**config.mk**
```make
export PLATFORM = sky130hd
export DESIGN_NAME = serial_subtractor
export DESIGN_NICKNAME = d
export VERILOG_FILES = /design/src/rtl/serial_subtractor.sv
export SDC_FILE = /design/constraint.sdc
export NUM_CORES = 1
export LEC_CHECK = 0
export CAP_MARGIN = 10
export CORE_MARGIN = 2
export CORE_UTILIZATION = 54
export CTS_BUF_LIST = sky130_fd_sc_hd__clkbuf_4
export DETAILED_ROUTE_END_ITERATION = 10
export GPL_TIMING_DRIVEN = 0
export PLACE_DENSITY = 0.82
export SETUP_SLACK_MARGIN = 0.15
export SYNTH_ARGS = -nofsm -noshare
export SYNTH_HDL_FRONTEND = slang
export SYNTH_SLANG_ARGS = --single-unit
```
**constraint.sdc**
```tcl
create_clock -name clk -period 1.46 [get_ports clk]
set_input_delay 0.365 -clock clk [delete_from_list [all_inputs] [get_ports clk]]
set_output_delay 0.365 -clock clk [all_outputs]
set_load 0.03 [all_outputs]
```
**src/rtl/serial_subtractor.sv**
```systemverilog
// serial_subtractor: bit-serial WIDTH-bit subtractor (a - b), LSB first.
// One full-subtractor cell plus a borrow flip-flop; one bit per clock.
// Results appear with a one-cycle done pulse WIDTH cycles after accept.
// Optional signed-overflow output is enabled by defining SERIAL_SUB_OVF_EN.
module serial_subtractor #(
  parameter int WIDTH = 8
) (
  input  logic             clk,
  input  logic             rst,
  input  logic             start,
  input  logic [WIDTH-1:0] a,
  input  logic [WIDTH-1:0] b,
  output logic             busy,
  output logic             done,
  output logic [WIDTH-1:0] diff,
  output logic             borrow_out
`ifdef SERIAL_SUB_OVF_EN
  ,
  output logic             overflow
`endif
);

  localparam int CW = $clog2(WIDTH);

  typedef enum logic {
    IDLE  = 1'b0,
    SHIFT = 1'b1
  } state_t;

  state_t           state_reg, state_next;
  logic [WIDTH-1:0] sa_reg, sb_reg;
  // Holds the WIDTH-1 difference bits produced so far; the final bit
  // comes straight from the cell on the completion edge.
  logic [WIDTH-2:0] sr_reg;
  logic [WIDTH-2:0] sr_shift;
  logic             borrow_reg;
  logic [CW-1:0]    cnt_reg;
  logic [WIDTH-1:0] diff_reg;
  logic             borrow_out_reg;
  logic             done_reg;
`ifdef SERIAL_SUB_OVF_EN
  logic             overflow_reg;
`endif

  logic cell_x, cell_y, cell_bin, cell_d, cell_b;
  logic accept, last_bit, finish;

  // Single one-bit subtractor cell fed from the operand LSBs and borrow flop.
  always_comb begin
    cell_x   = sa_reg[0];
    cell_y   = sb_reg[0];
    cell_bin = borrow_reg;
    cell_d   = cell_x ^ cell_y ^ cell_bin;
    cell_b   = (~cell_x & cell_y) | (~(cell_x ^ cell_y) & cell_bin);
  end

  assign accept   = (state_reg == IDLE) && start;
  assign last_bit = (cnt_reg == CW'(WIDTH - 1));
  assign finish   = (state_reg == SHIFT) && last_bit;

  // Result shift register: new bit enters at the top, older bits move down.
  generate
    for (genvar gi = 0; gi < WIDTH - 2; gi++) begin : g_sr_shift
      assign sr_shift[gi] = sr_reg[gi+1];
    end
  endgenerate
  assign sr_shift[WIDTH-2] = cell_d;

  // Next-state logic: accept in IDLE, return to IDLE after the last bit.
  always_comb begin
    state_next = state_reg;
    case (state_reg)
      IDLE:    if (start) state_next = SHIFT;
      SHIFT:   if (last_bit) state_next = IDLE;
      default: state_next = IDLE;
    endcase
  end

  // State register.
  always_ff @(posedge clk) begin
    if (rst) state_reg <= IDLE;
    else     state_reg <= state_next;
  end

  // Datapath: load operands on accept, shift one bit per SHIFT cycle.
  always_ff @(posedge clk) begin
    if (rst) begin
      sa_reg     <= '0;
      sb_reg     <= '0;
      sr_reg     <= '0;
      borrow_reg <= 1'b0;
      cnt_reg    <= '0;
    end else if (accept) begin
      sa_reg     <= a;
      sb_reg     <= b;
      sr_reg     <= '0;
      borrow_reg <= 1'b0;
      cnt_reg    <= '0;
    end else if (state_reg == SHIFT) begin
      sa_reg     <= {1'b0, sa_reg[WIDTH-1:1]};
      sb_reg     <= {1'b0, sb_reg[WIDTH-1:1]};
      sr_reg     <= sr_shift;
      borrow_reg <= cell_b;
      cnt_reg    <= last_bit ? '0 : cnt_reg + 1'b1;
    end
  end

  // Result registers: updated only on the completion edge, so partial
  // shift values never reach the outputs.
  always_ff @(posedge clk) begin
    if (rst) begin
      done_reg       <= 1'b0;
      diff_reg       <= '0;
      borrow_out_reg <= 1'b0;
`ifdef SERIAL_SUB_OVF_EN
      overflow_reg   <= 1'b0;
`endif
    end else begin
      done_reg <= finish;
      if (finish) begin
        diff_reg       <= {cell_d, sr_reg};
        borrow_out_reg <= cell_b;
`ifdef SERIAL_SUB_OVF_EN
        // On the last bit the cell inputs are exactly the operand sign bits.
        overflow_reg   <= (cell_x ^ cell_y) & (cell_d ^ cell_x);
`endif
      end
    end
  end

  assign busy       = (state_reg == SHIFT);
  assign done       = done_reg;
  assign diff       = diff_reg;
  assign borrow_out = borrow_out_reg;
`ifdef SERIAL_SUB_OVF_EN
  assign overflow   = overflow_reg;
`endif

endmodule

```
==> summary.txt <==
Floorplanning
  • Area of the die: 0.00355 mm2
  • Top-level port count: 30
  • Row Count: 20
  • Initial core utilization: 0.555
  • Chip Height: 59.6 um
  • DIE WIDTH: 59.6 um
  • Core ar.: 0.00300 mm2

Drt
  • Wl on met1: 1480 um
  • WL met2: 1730 um
  • Detailed Route Iter0 Violations: 50
  • Via Count: 1,336
  • Final wirelength: 3460 um
  • DR pass1 iterations: 4
  • DRC errors left: 0
  • DR WL/cell: 14.7 um
  • Via-to-Cell Ratio: 5.66
  • Met3 WL: 203 um
  • Final ANT Viol Nets: 0
  • Top Metal Used: met4

Worst setup path
  • CP Capture Type: register
  • Required @ worst endpoint: 1740 ps
  • Reg2Reg Launch Point: cnt_reg[0]
  • Max Fanout on Critical Path: 10
  • Worst path most repeated cell: ha_2
  • Largest stage delay, worst path: 350 ps
  • Crit-path slowest cell: dfxtp_2
  • R2R cell count: 5
  • R2R setup slack: 190 ps
  • Reg-to-reg endpoint: diff[2]
  • Critical path class: register to register
  • Crit path DAT: 1540 ps
  • Nature of the critical path startpoint: register
  • Crit path cell chain: ha_2 -> ha_2 -> buf_8 -> a21bo_2 -> a21oi_2

Status
  • Status: completed

Final layout
  • Area Growth Syn to Fin: 21.3%
  • Antenna fix cells: 0
  • Final nets: 225
  • Fill count: 258
  • Share of cells above drive strength 1: 0.232
  • Fin util: 0.673
  • Post-Layout Cell Count: 236
  • Leading cell type in the layout, fill and taps excluded: dfxtp_1
  • Most frequent cells in the layout: dfxtp_1 (36), buf_2 (16), a21oi_1 (16), mux2i_1 (16), clkdlybuf4s50_1 (16)

Global route
  • Initial antenna violation count: 0
  • Number of global-route vias before repair: 1,325
  • Tot GR Track Use: 0.224
  • Global-route wire length before repair: 5910 um
  • GRT overflow: 0
  • Largest net degree at the start of global routing: 11

Pwr
  • Pwr/cell area: 940 mW/mm2
  • Leak: 0.799 nW
  • Peak VDD IR: 0.646 mV

Synthesis
  • Post-synth EDFFs: 0
  • Prevailing post-synth register cell: dfxtp_1
  • Synth Cell Area: 0.00167 mm2
  • Syn avg cell area: 9.86 um2
  • Yosys reg bits: 38
  • Sequential area share after synthesis: 0.456
  • Ys async rst share: 0
  • Synth warnings: 0
  • Post-Syn Nets: 191
  • Cells after Synth: 169
  • Distinct cell type count after synthesis: 21

Clock network
  • CTS Buf Count: 5
  • Clock sinks: 38
  • # hold bufs at CTS: 0
  • Clock transition at path regs: 100 ps
  • CTS tree: yes
  • CTS root buffer: clkbuf_4
  • Clk_lat worst skew: 340 ps
  • H-tree depth: 2
  • CTS Buffer Depth: 2

Timing
  • Final period util: 0.868
  • Final Hold Fails: 0
  • Fin crit period: 1270 ps
  • Clk_skew: 4.92 ps
  • TNS Setup: 0 ps
  • Setup violators final: 0
  • Hold slack: 308 ps
  • Tightest Pin Transition: 542 ps
  • Fmax: 0.789 GHz
  • RSZ-0062 raised after global routing: no
  • Max-slew violation count: 0
  • Slew HR: 0.639

Hold path
  • Hold path cells: 2
  • Hold endpoint: busy
  • HP Start: rst
  • Worst min path class: input pin to register

Placement
  • DP Cell Count: 229
  • DP HPWL: 2320 um
  • GPL Wtd Cong: 0.734
  • Port Buffer Count: 27

Flow run
  • Max-Cap Viols: 0
==> logic make-up after synthesis <==
group / count (synthesis) / synth area share
mux: 16 / 0.0961
flops: 38 / 0.456
simple gates: 49 / 0.176
buf+inv: 19 / 0.0631
compound gates: 44 / 0.181
fa+ha+maj: 3 / 0.0270
==> stage by stage <==
step / cell area (um2) / worst slack, ps / total power (W)
after CTS: 1990 / 124 / 0.00191
after floorplan: 1670 / 199 / 0.00129
after global placement: 1980 / -36.9 / 0.00137
after global routing: 2020 / 151 / 0.00199
after detailed placement: 1980 / -35.6 / 0.00138
final: 2020 / 192 / 0.00190
==> cell usage after synthesis, drive strengths merged, types with 2 or more instances <==
cell type	n	area share
a21bo	8	0.048
mux2i	16	0.096
ha	2	0.015
nor3	2	0.0060
nand3	8	0.024
nand2	10	0.023
inv	3	0.0068
nor2	2	0.0045
buf	11	0.045
a21oi	20	0.060
a211oi	15	0.068
or3b	12	0.063
dfxtp	38	0.46
clkbuf	5	0.011
nor2b	14	0.053
==> metal layers <==
| metal | vias up | track usage |
|---|---|---|
| li1 | 665 | - |
| met1 | 631 | 0.277 |
| met2 | 35 | 0.369 |
| met3 | 5 | 0.0721 |
| met4 | 0 | 0.0762 |
| met5 | - | 0 |
==> layout make-up <==
cell class,instances,area [um2],share of cell area
tap,33,41.3,0.0204
inverter,3,11.3,0.00557
buffer,16,110,0.0545
timing repair buffer,27,218,0.108
multi-input combinational,112,823,0.407
sequential,38,766,0.379
clock buffer,7,52.6,0.0260
==> worst max-delay path: cells and delay by family, from the launching register on <==
kind / cells / cell delay, ps
flops: 1 / 350
buf+inv: 1 / 140
compound gates: 2 / 350
fa+ha+maj: 2 / 370
==> where the power goes <==
part	internal, W	switching (W)
clock	0.000219	0.000319
sequential	0.00108	0.0000281
combinational	0.000128	0.000125
total	0.00143	0.000471
==> how the worst max path moves through the flow <==
stage	slack, ps	endpoint	cells after the start	startpoint
after floorplan	200	diff[0]	5	cnt_reg[0]
after global placement	-40	busy	1	busy
after detailed placement	-40	busy	1	busy
after CTS	120	busy	1	busy
after global routing	150	diff[2]	5	cnt_reg[0]
final	190	diff[2]	5	cnt_reg[0]
==> what timing repair did <==
item,4_1_cts,5_1_grt
pin swaps,0,1
buffers inserted,0,0
setup endpoints to repair,21,11
gates resized for setup,62,15
Power figures use the tool's default switching activity.
